===== src/rtl/draw_sequencer.sv =====
// draw_sequencer: drives a VGA-style pixel writer through an optional full
// screen clear sweep (160x120) followed by a BOX_W x BOX_H filled box, then
// pulses done for one cycle.
//
// Build option: define CLEAR_PHASE_EN to include the clear sweep (CLEAR state
// and its raster counters). When the macro is left undefined, the sequencer
// goes from IDLE straight to BOX.
module draw_sequencer #(
  parameter int unsigned BOX_W        = 4,
  parameter int unsigned BOX_H        = 4,
  parameter logic [2:0]  CLEAR_COLOUR = 3'b000
) (
  input  logic       clock,
  input  logic       reset_n,
  input  logic       start,
  input  logic [7:0] box_x,
  input  logic [6:0] box_y,
  input  logic [2:0] box_colour,
  output logic [7:0] x_out,
  output logic [6:0] y_out,
  output logic [2:0] colour_out,
  output logic       plot,
  output logic       busy,
  output logic       done
);

  typedef enum logic [1:0] {
    IDLE  = 2'd0,
    CLEAR = 2'd1,
    BOX   = 2'd2,
    DONE  = 2'd3
  } state_t;

  // Screen geometry and box extents. Counters are 5 bits so a 16-pixel box
  // edge (offset 15) fits with headroom.
  localparam logic [7:0] SCR_X_LAST = 8'd159;
  localparam logic [6:0] SCR_Y_LAST = 7'd119;
  localparam logic [8:0] SCR_W      = 9'd160;
  localparam logic [7:0] SCR_H      = 8'd120;
  localparam logic [4:0] DX_LAST    = 5'(BOX_W - 1);
  localparam logic [4:0] DY_LAST    = 5'(BOX_H - 1);

  state_t     state_q, state_d;

  // Box parameters captured when a frame is accepted; frozen for the frame.
  logic [7:0] bx_q, bx_d;
  logic [6:0] by_q, by_d;
  logic [2:0] bc_q, bc_d;

  // Offset of the box pixel currently on the outputs.
  logic [4:0] dx_q, dx_d;
  logic [4:0] dy_q, dy_d;

  // Registered pixel outputs.
  logic [7:0] x_q, x_d;
  logic [6:0] y_q, y_d;
  logic [2:0] col_q, col_d;
  logic       plot_q, plot_d;

  // Next box pixel position, widened so off-screen pixels never wrap back
  // onto the visible area.
  logic       emit_box;
  logic [8:0] px;
  logic [7:0] py;

`ifdef CLEAR_PHASE_EN
  // Raster position of the clear pixel currently on the outputs.
  logic [7:0] cx_q, cx_d;
  logic [6:0] cy_q, cy_d;
`endif

  // Next-state and next-output logic; outputs are registered from the _d values
  // so each pixel appears in the cycle following the edge that selects it.
  always_comb begin
    state_d  = state_q;
    bx_d     = bx_q;
    by_d     = by_q;
    bc_d     = bc_q;
    dx_d     = dx_q;
    dy_d     = dy_q;
    x_d      = x_q;
    y_d      = y_q;
    col_d    = col_q;
    plot_d   = 1'b0;
    emit_box = 1'b0;
    px       = '0;
    py       = '0;
`ifdef CLEAR_PHASE_EN
    cx_d     = cx_q;
    cy_d     = cy_q;
`endif

    case (state_q)
      IDLE: begin
        if (start) begin
          bx_d = box_x;
          by_d = box_y;
          bc_d = box_colour;
          dx_d = '0;
          dy_d = '0;
`ifdef CLEAR_PHASE_EN
          state_d = CLEAR;
          cx_d    = '0;
          cy_d    = '0;
          x_d     = '0;
          y_d     = '0;
          col_d   = CLEAR_COLOUR;
          plot_d  = 1'b1;
`else
          state_d  = BOX;
          emit_box = 1'b1;
`endif
        end
      end

`ifdef CLEAR_PHASE_EN
      CLEAR: begin
        if (cx_q == SCR_X_LAST) begin
          cx_d = '0;
          if (cy_q == SCR_Y_LAST) begin
            cy_d     = '0;
            dx_d     = '0;
            dy_d     = '0;
            state_d  = BOX;
            emit_box = 1'b1;
          end else begin
            cy_d = cy_q + 7'd1;
          end
        end else begin
          cx_d = cx_q + 8'd1;
        end
        if (state_d == CLEAR) begin
          x_d    = cx_d;
          y_d    = cy_d;
          col_d  = CLEAR_COLOUR;
          plot_d = 1'b1;
        end
      end
`endif

      BOX: begin
        if (dx_q == DX_LAST) begin
          dx_d = '0;
          if (dy_q == DY_LAST) begin
            dy_d    = '0;
            state_d = DONE;
          end else begin
            dy_d     = dy_q + 5'd1;
            emit_box = 1'b1;
          end
        end else begin
          dx_d     = dx_q + 5'd1;
          emit_box = 1'b1;
        end
      end

      DONE: begin
        state_d = IDLE;
      end

      default: begin
        state_d = IDLE;
      end
    endcase

    // Box pixels off the visible screen still take their cycle but do not plot.
    if (emit_box) begin
      px     = {1'b0, bx_d} + 9'(dx_d);
      py     = {1'b0, by_d} + 8'(dy_d);
      x_d    = px[7:0];
      y_d    = py[6:0];
      col_d  = bc_d;
      plot_d = (px < SCR_W) && (py < SCR_H);
    end
  end

  // State, latches, counters and output registers; reset clears everything.
  always_ff @(posedge clock) begin
    if (!reset_n) begin
      state_q <= IDLE;
      bx_q    <= '0;
      by_q    <= '0;
      bc_q    <= '0;
      dx_q    <= '0;
      dy_q    <= '0;
      x_q     <= '0;
      y_q     <= '0;
      col_q   <= '0;
      plot_q  <= 1'b0;
`ifdef CLEAR_PHASE_EN
      cx_q    <= '0;
      cy_q    <= '0;
`endif
    end else begin
      state_q <= state_d;
      bx_q    <= bx_d;
      by_q    <= by_d;
      bc_q    <= bc_d;
      dx_q    <= dx_d;
      dy_q    <= dy_d;
      x_q     <= x_d;
      y_q     <= y_d;
      col_q   <= col_d;
      plot_q  <= plot_d;
`ifdef CLEAR_PHASE_EN
      cx_q    <= cx_d;
      cy_q    <= cy_d;
`endif
    end
  end

  assign x_out      = x_q;
  assign y_out      = y_q;
  assign colour_out = col_q;
  assign plot       = plot_q;
  assign busy       = (state_q != IDLE);
  assign done       = (state_q == DONE);

endmodule

===== config.mk =====
export PLATFORM = sky130hd
export DESIGN_NAME = draw_sequencer
export DESIGN_NICKNAME = d
export VERILOG_FILES = /design/src/rtl/draw_sequencer.sv
export SDC_FILE = /design/constraint.sdc
export NUM_CORES = 1
export LEC_CHECK = 0
export ABC_AREA = 1
export CAP_MARGIN = 40
export CORE_ASPECT_RATIO = 0.5
export CORE_UTILIZATION = 25
export DETAILED_ROUTE_END_ITERATION = 12
export PLACE_DENSITY = 0.44
export SLEW_MARGIN = 20
export SYNTH_ARGS = -nofsm -noshare
export SYNTH_HDL_FRONTEND = slang
export SYNTH_SLANG_ARGS = --single-unit

===== constraint.sdc =====
create_clock -name clock -period 5.9 [get_ports clock]
set_clock_uncertainty 0.15 [all_clocks]
set_input_delay 1.18 -clock clock [delete_from_list [all_inputs] [get_ports clock]]
set_output_delay 1.18 -clock clock [all_outputs]
set_load 0.03 [all_outputs]

---- After elaboration in Yosys (flattened, before gate mapping) ----
Cells that the tools add are included.
storage, ports and cells
  register bits after elaboration ......... 49
  latch bits .............................. 0
  memory bits (writable) .................. 0
  ROM bits ................................ 0
  input bits .............................. 21
  output and inout bits ................... 21
  word-level logic and storage cells ...... 49
  memories ................................ 0
operators by class
  add/sub/neg operators ................... 4
  multiply operators ...................... 0
  divide/modulo/power cells ............... 0
  order comparisons ....................... 2
  equality and inequality tests ........... 7
  shift operators ......................... 0
  mux-type cells .......................... 21
  bitwise gates (word level) .............. 0
  reduce and logical (&&, ||, !) cells .... 5
operator list
  operator             number
  $mux 5               5
  $pmux 5 s2           2
  $mux 8               2
  $mux 7               2
  $add 5x1->5 const B  2
  $eq 5x2->1 const B   2
  $add 8x5->9          1
  $lt 9x8->1 const B   1
  $add 7x5->8          1
  $lt 8x7->1 const B   1
  $mux 2               3
  $mux 3               2
  $ne 2x2->1 const B   3
  $eq 2x2->1 const B   2
  $pmux 2 s2           1
  $mux 1               3
  $reduce_and 3->1     1
  $logic_not 2->1      1
  $pmux 1 s2           1
  $reduce_and 2->1     1
  $reduce_bool 2->1    1
  $logic_and 1x1->1    1

---- Depth between registers and ports, before layout ----
  word-level depth ........................ 7
  depth in mapped cells ................... 20
  depth with buffers taken out ............ 19

---- Worst setup path before layout ----
Ideal clock, no wire load.
  path kind ............................... input to register
  start point ............................. in start
  end point ............................... reg plot_q, in the netlist plot
  setup time .............................. 0.115 ns
  arrival ................................. 3.003 ns
  required time ........................... 5.635 ns
  path slack .............................. 2.632 ns
  stages on the path ...................... 17
  path buffers ............................ 2
  path through ............................ nand2_4 > buf_6 > buf_4 > o21ai_0 > inv_1 > ha_1 > inv_1 > fa_1 > nand3b_1 > nand2_1 > nand2_1 > nand2_1 > nand2_1 > nand2_1 > nand2_1 > a21oi_1 > nor2_1
between the ends
  word-level cells in the longest chain between the ends .. 5
  elaborated cells on any way between the ends .. 16
  those cells by class .................... add/sub (2); order compare (2); mux (10); reduce/logical (2)
ends and longest elaborated chain
  what                  RTL line  text
  start, declared       15        input logic start,
  $mux 8                95        if (start) begin
  $mux 8                93        case (state_q)
  named net bx_d[0]     46        logic [7:0] bx_q, bx_d;
  $add 8x5->9           168       px = {1'b0, bx_d} + 9'(dx_d);
  $lt 9x8->1            173       plot_d = (px < SCR_W) && (py < SCR_H);
  $logic_and 1x1->1     173
  end signal, assigned  204       plot_q <= plot_d;
  end, declared         58        logic plot_q, plot_d;
The timed path passes the listed nets, and every way through them passes these cells.
A chain may end at the register's enable or synchronous reset.

---- Worst setup path in the final report ----
Ends and elaborated chain as after synthesis.

==> qor.txt <==
STATUS
-------------------------------------------------------------------------------------------
Outcome                                                                        finished clean

CLOCKING
-------------------------------------------------------------------------------------------
H-Tree Level Count                                                                        2
CTS hold repair buffers                                                                   0
Root buffer cell                                                               sky130_fd_sc_hd__clkbuf_16
Insertion delay to the later sink of the worst-skew pair                             290 ps
Max Root-Sink Buffers                                                                     2
Clk sink count                                                                           49
Register clock-pin slew on the reported worst setup and hold paths                    60 ps
CTS tree                                                                                yes
Number of buffers created by CTS                                                          5
Post-CTS Setup Inserts                                                                    0
# resized after CTS                                                                       0

WORST SETUP PATH
-------------------------------------------------------------------------------------------
Crit path depth                                                                          18
Worst reg-to-reg path cell count                                                         18
Worst Path Max Fanout                                                                    22
Worst path slowest cell                                                        sky130_fd_sc_hd__clkdlybuf4s50_1
End of the worst register-to-register path                                             plot
Most numerous cell on the critical path                                        sky130_fd_sc_hd__nand2_1
Element type at the critical path end                                                  flop
Data arrival time of the critical path                                              4030 ps
Critical path buffer and inverter count                                                   4
Stage delay of the slowest cell on the critical path                                 600 ps
Cell-by-cell listing of the critical path                                      clkdlybuf4s50_1 -> nand2_4 -> inv_2 -> or2_0 -> o21ai_0 -> inv_1 -> ha_1 -> inv_1 -> fa_1 -> nand3b_1 -> nand2_1 -> nand2_1 -> nand2_1 -> nand2_1 -> nand2_1 -> nand2_1 -> a21oi_1 -> nor2_1
Crit path launch type                                                          primary input
Top Family by Delay on Critical Path                                           simple AND/OR/NAND/NOR gates
Crit path required time                                                             5930 ps
Setup slack of the most critical reg-to-reg path                                    2850 ps
Worst reg2reg startpoint                                                         state_q[0]
Path type of the worst setup path                                              primary input to flop

STA
-------------------------------------------------------------------------------------------
Fmax                                                                                250 MHz
Minimum clock period after layout                                                   3990 ps
Smallest setup slack after layout                                                   1910 ps
Max-slew headroom                                                                     46.3%
Number of setup violations in the final report                                            0
Final count of pins violating max slew                                                    0
Final critical-path share of the clock period                                         67.7%
Worst-Margin Slew                                                                    804 ps
Unrepaired setup endpoints after global routing                                          no
Number of hold-slack violations in the final timing report                                0
Total Negative Setup Slacks                                                            0 ps

GLOBAL ROUTE
-------------------------------------------------------------------------------------------
Global-route wire length before repair                                              10.3 mm
Gr ovfl total                                                                             0
Pin count of the biggest net entering global routing                                     37
Combined global-route utilization of all metal layers                                 12.2%
Antenna violations before repair                                                          0
Vias in the first global route                                                         2043

DRT
-------------------------------------------------------------------------------------------
Drt pass-1 iters                                                                          6
Wire length per cell                                                                11.7 um
Total number of vias                                                                   2239
Number of design-rule violations left by the first detailed-router iteration            122
Routed Antenna Nets                                                                       0
Mean number of vias per cell                                                           4.15
Final wirelength                                                                    6.31 mm
# DRC                                                                                     0

HOLD PATH
-------------------------------------------------------------------------------------------
Class of the worst hold path                                                   flop to flop
Critical hold path startpoint                                                      x_out[0]
Min-Delay Endpoint                                                                 x_out[0]
Hold Path Stages                                                                          2

YOSYS
-------------------------------------------------------------------------------------------
Syn Area/Cell                                                                     7.27 um^2
Warnings from Yosys                                                                       0
Cell area after synthesis                                                         2630 um^2
Number of enable flip-flop cells after synthesis                                          0
Flop and latch count out of synthesis                                                    49
Primary flip-flop cell chosen by synthesis mapping                             sky130_fd_sc_hd__dfxtp_1
Nets in the synthesized netlist                                                         396
Share of the yosys chip area belonging to registers                                   37.4%
Number of distinct standard cells referenced by the synthesized netlist                  38
Post-synth ARST share                                                                    0%
Gate count of the mapped netlist                                                        361

FLOORPLANNING
-------------------------------------------------------------------------------------------
Effective utilization at floorplan                                                    25.7%
Placement row count                                                                      26
Ports placed on the boundary                                                             42
Die outline area                                                                 10900 um^2
Standard cell core area                                                          10200 um^2
Floorplan die width                                                                  147 um
Die height                                                                          74.5 um

POWER AND IR DROP
-------------------------------------------------------------------------------------------
Static leakage                                                                      1.54 nW
PD cells                                                                        253 nW/um^2
Highest ir drop seen on vdd                                                     0.0000723 V
Total power                                                                        0.836 mW

PLACED DESIGN
-------------------------------------------------------------------------------------------
Count of port buffers added during placement                                             41
Total half-perimeter wirelength after legalization and detailed placement           4.74 mm
Number of placed cells counting well taps                                               533
Weighted congestion at the end of routability-driven global placement                 0.777
Placement Setup Slack                                                               1570 ps

FINAL LAYOUT
-------------------------------------------------------------------------------------------
Non-filler cells, final                                                                 540
Final layout net count                                                                  435
Layout cell share with drive strength beyond 1                                        7.25%
Antenna cell count                                                                        0
Post-synthesis to final-layout area growth                                            25.8%
Number of fill cells                                                                   1103

RUN
-------------------------------------------------------------------------------------------
Max Cap Viol                                                                              0

-- logic make-up after synthesis --
family / Yosys count / share of synthesized area [%]
AOI/OAI and AO/OA: 63 / 13.1
xor gates and xnor gates: 7 / 2.34
adders and majority gates: 14 / 7.24
buffers and inverters: 65 / 10.1
DFF: 49 / 37.4
muxes: 3 / 1.14
and+or+nand+nor: 160 / 28.7
-- registers in the layout, summed over array words and instances, names as in the netlist --
name        count
plot            1
bx_q            8
dx_q            5
by_q            7
bc_q            3
colour_out      3
x_out           8
state_q         2
dy_q            5
y_out           7
-- worst register-to-register path: stages, from the launching register on --
cell and delay (ps):
sky130_fd_sc_hd__dfxtp_1 370, sky130_fd_sc_hd__nor2_4 190, sky130_fd_sc_hd__nand2_4 230, sky130_fd_sc_hd__inv_2 290, sky130_fd_sc_hd__or2_0 140, sky130_fd_sc_hd__o21ai_0 100
sky130_fd_sc_hd__inv_1 80, sky130_fd_sc_hd__ha_1 180, sky130_fd_sc_hd__inv_1 60, sky130_fd_sc_hd__fa_1 390, sky130_fd_sc_hd__nand3b_1 170, sky130_fd_sc_hd__nand2_1 100
sky130_fd_sc_hd__nand2_1 50, sky130_fd_sc_hd__nand2_1 100, sky130_fd_sc_hd__nand2_1 60, sky130_fd_sc_hd__nand2_1 50, sky130_fd_sc_hd__nand2_1 60, sky130_fd_sc_hd__a21oi_1 120
sky130_fd_sc_hd__nor2_1 60
-- worst max path at each step --
stage           from  endpoint
2_1_floorplan  start      plot
3_3_place_gp   start      plot
3_5_place_dp   start      plot
4_1_cts        start      plot
5_1_grt        start      plot
6_report       start      plot
-- per-stage QoR --
stage / area (um^2) / hold slack [ps] / utilization [%]
detailed placement: 3160 / 312 / 30.9
global route: 3300 / 338 / 32.3
CTS: 3300 / 321 / 32.3
global placement: 3160 / 314 / 30.9
finish: 3300 / 317 / 32.3
floorplan: 2630 / 311 / -
-- synthesized netlist by cell type (all sizes together) (2+ instances only) --
| cell | number | area share, % |
|---|---|---|
| a21oi | 28 | 5.3 |
| buf | 5 | 1.5 |
| clkbuf | 5 | 0.76 |
| dfxtp | 49 | 37 |
| fa | 2 | 1.5 |
| ha | 12 | 5.7 |
| inv | 54 | 7.7 |
| mux2i | 3 | 1.1 |
| nand2 | 87 | 14 |
| nand3 | 19 | 4.3 |
| nand3b | 4 | 1.1 |
| nand4 | 3 | 0.72 |
| nor2 | 34 | 5.7 |
| o21ai | 31 | 6.5 |
| or2 | 11 | 2.6 |
| xnor2 | 2 | 0.67 |
| xor2 | 5 | 1.7 |
-- final cells by class --
| cell class | instances | area (um^2) | share of cell area [%] |
|---|---|---|---|
| tap | 140 | 175 | 5.31 |
| multi-input combinational | 247 | 1380 | 41.8 |
| clock buffer | 7 | 143 | 4.32 |
| sequential | 49 | 981 | 29.7 |
| timing repair buffer | 42 | 418 | 12.7 |
| inverter | 55 | 206 | 6.25 |
-- layer usage --
layer / routed length [um] / global-route usage [%] / vias to the layer above
li1: - / - / 1224
met5: 0 / 0 / -
met3: 177 / 2.76 / 4
met2: 2470 / 18.1 / 29
met1: 3600 / 17.9 / 982
met4: 58 / 2.75 / 0
-- report_power, final --
part / switching (mW) / total, mW / leakage, nW / internal (mW)
clock network: 0.120 / 0.287 / 0.0700 / 0.167
logic: 0.110 / 0.183 / 1.06 / 0.0734
registers: 0.0105 / 0.366 / 0.404 / 0.355
-- placed cells by master, fill, tap and decap left out, types with 4 or more instances in the layout --
cell,Yosys,layout
sky130_fd_sc_hd__o21ai_1,14,14
sky130_fd_sc_hd__dfxtp_1,49,49
sky130_fd_sc_hd__a21oi_1,28,28
sky130_fd_sc_hd__nand2_2,5,5
sky130_fd_sc_hd__o21ai_0,15,15
sky130_fd_sc_hd__clkdlybuf4s50_1,0,41
sky130_fd_sc_hd__nand3b_1,4,4
sky130_fd_sc_hd__or2_1,4,4
sky130_fd_sc_hd__xor2_1,5,5
sky130_fd_sc_hd__inv_1,50,50
sky130_fd_sc_hd__nand3_1,17,17
sky130_fd_sc_hd__clkbuf_16,0,5
sky130_fd_sc_hd__inv_2,4,4
sky130_fd_sc_hd__nand2_1,79,79
sky130_fd_sc_hd__nor2_1,31,31
sky130_fd_sc_hd__or2_0,5,5
sky130_fd_sc_hd__ha_1,12,12
Power figures use the tool's default switching activity.
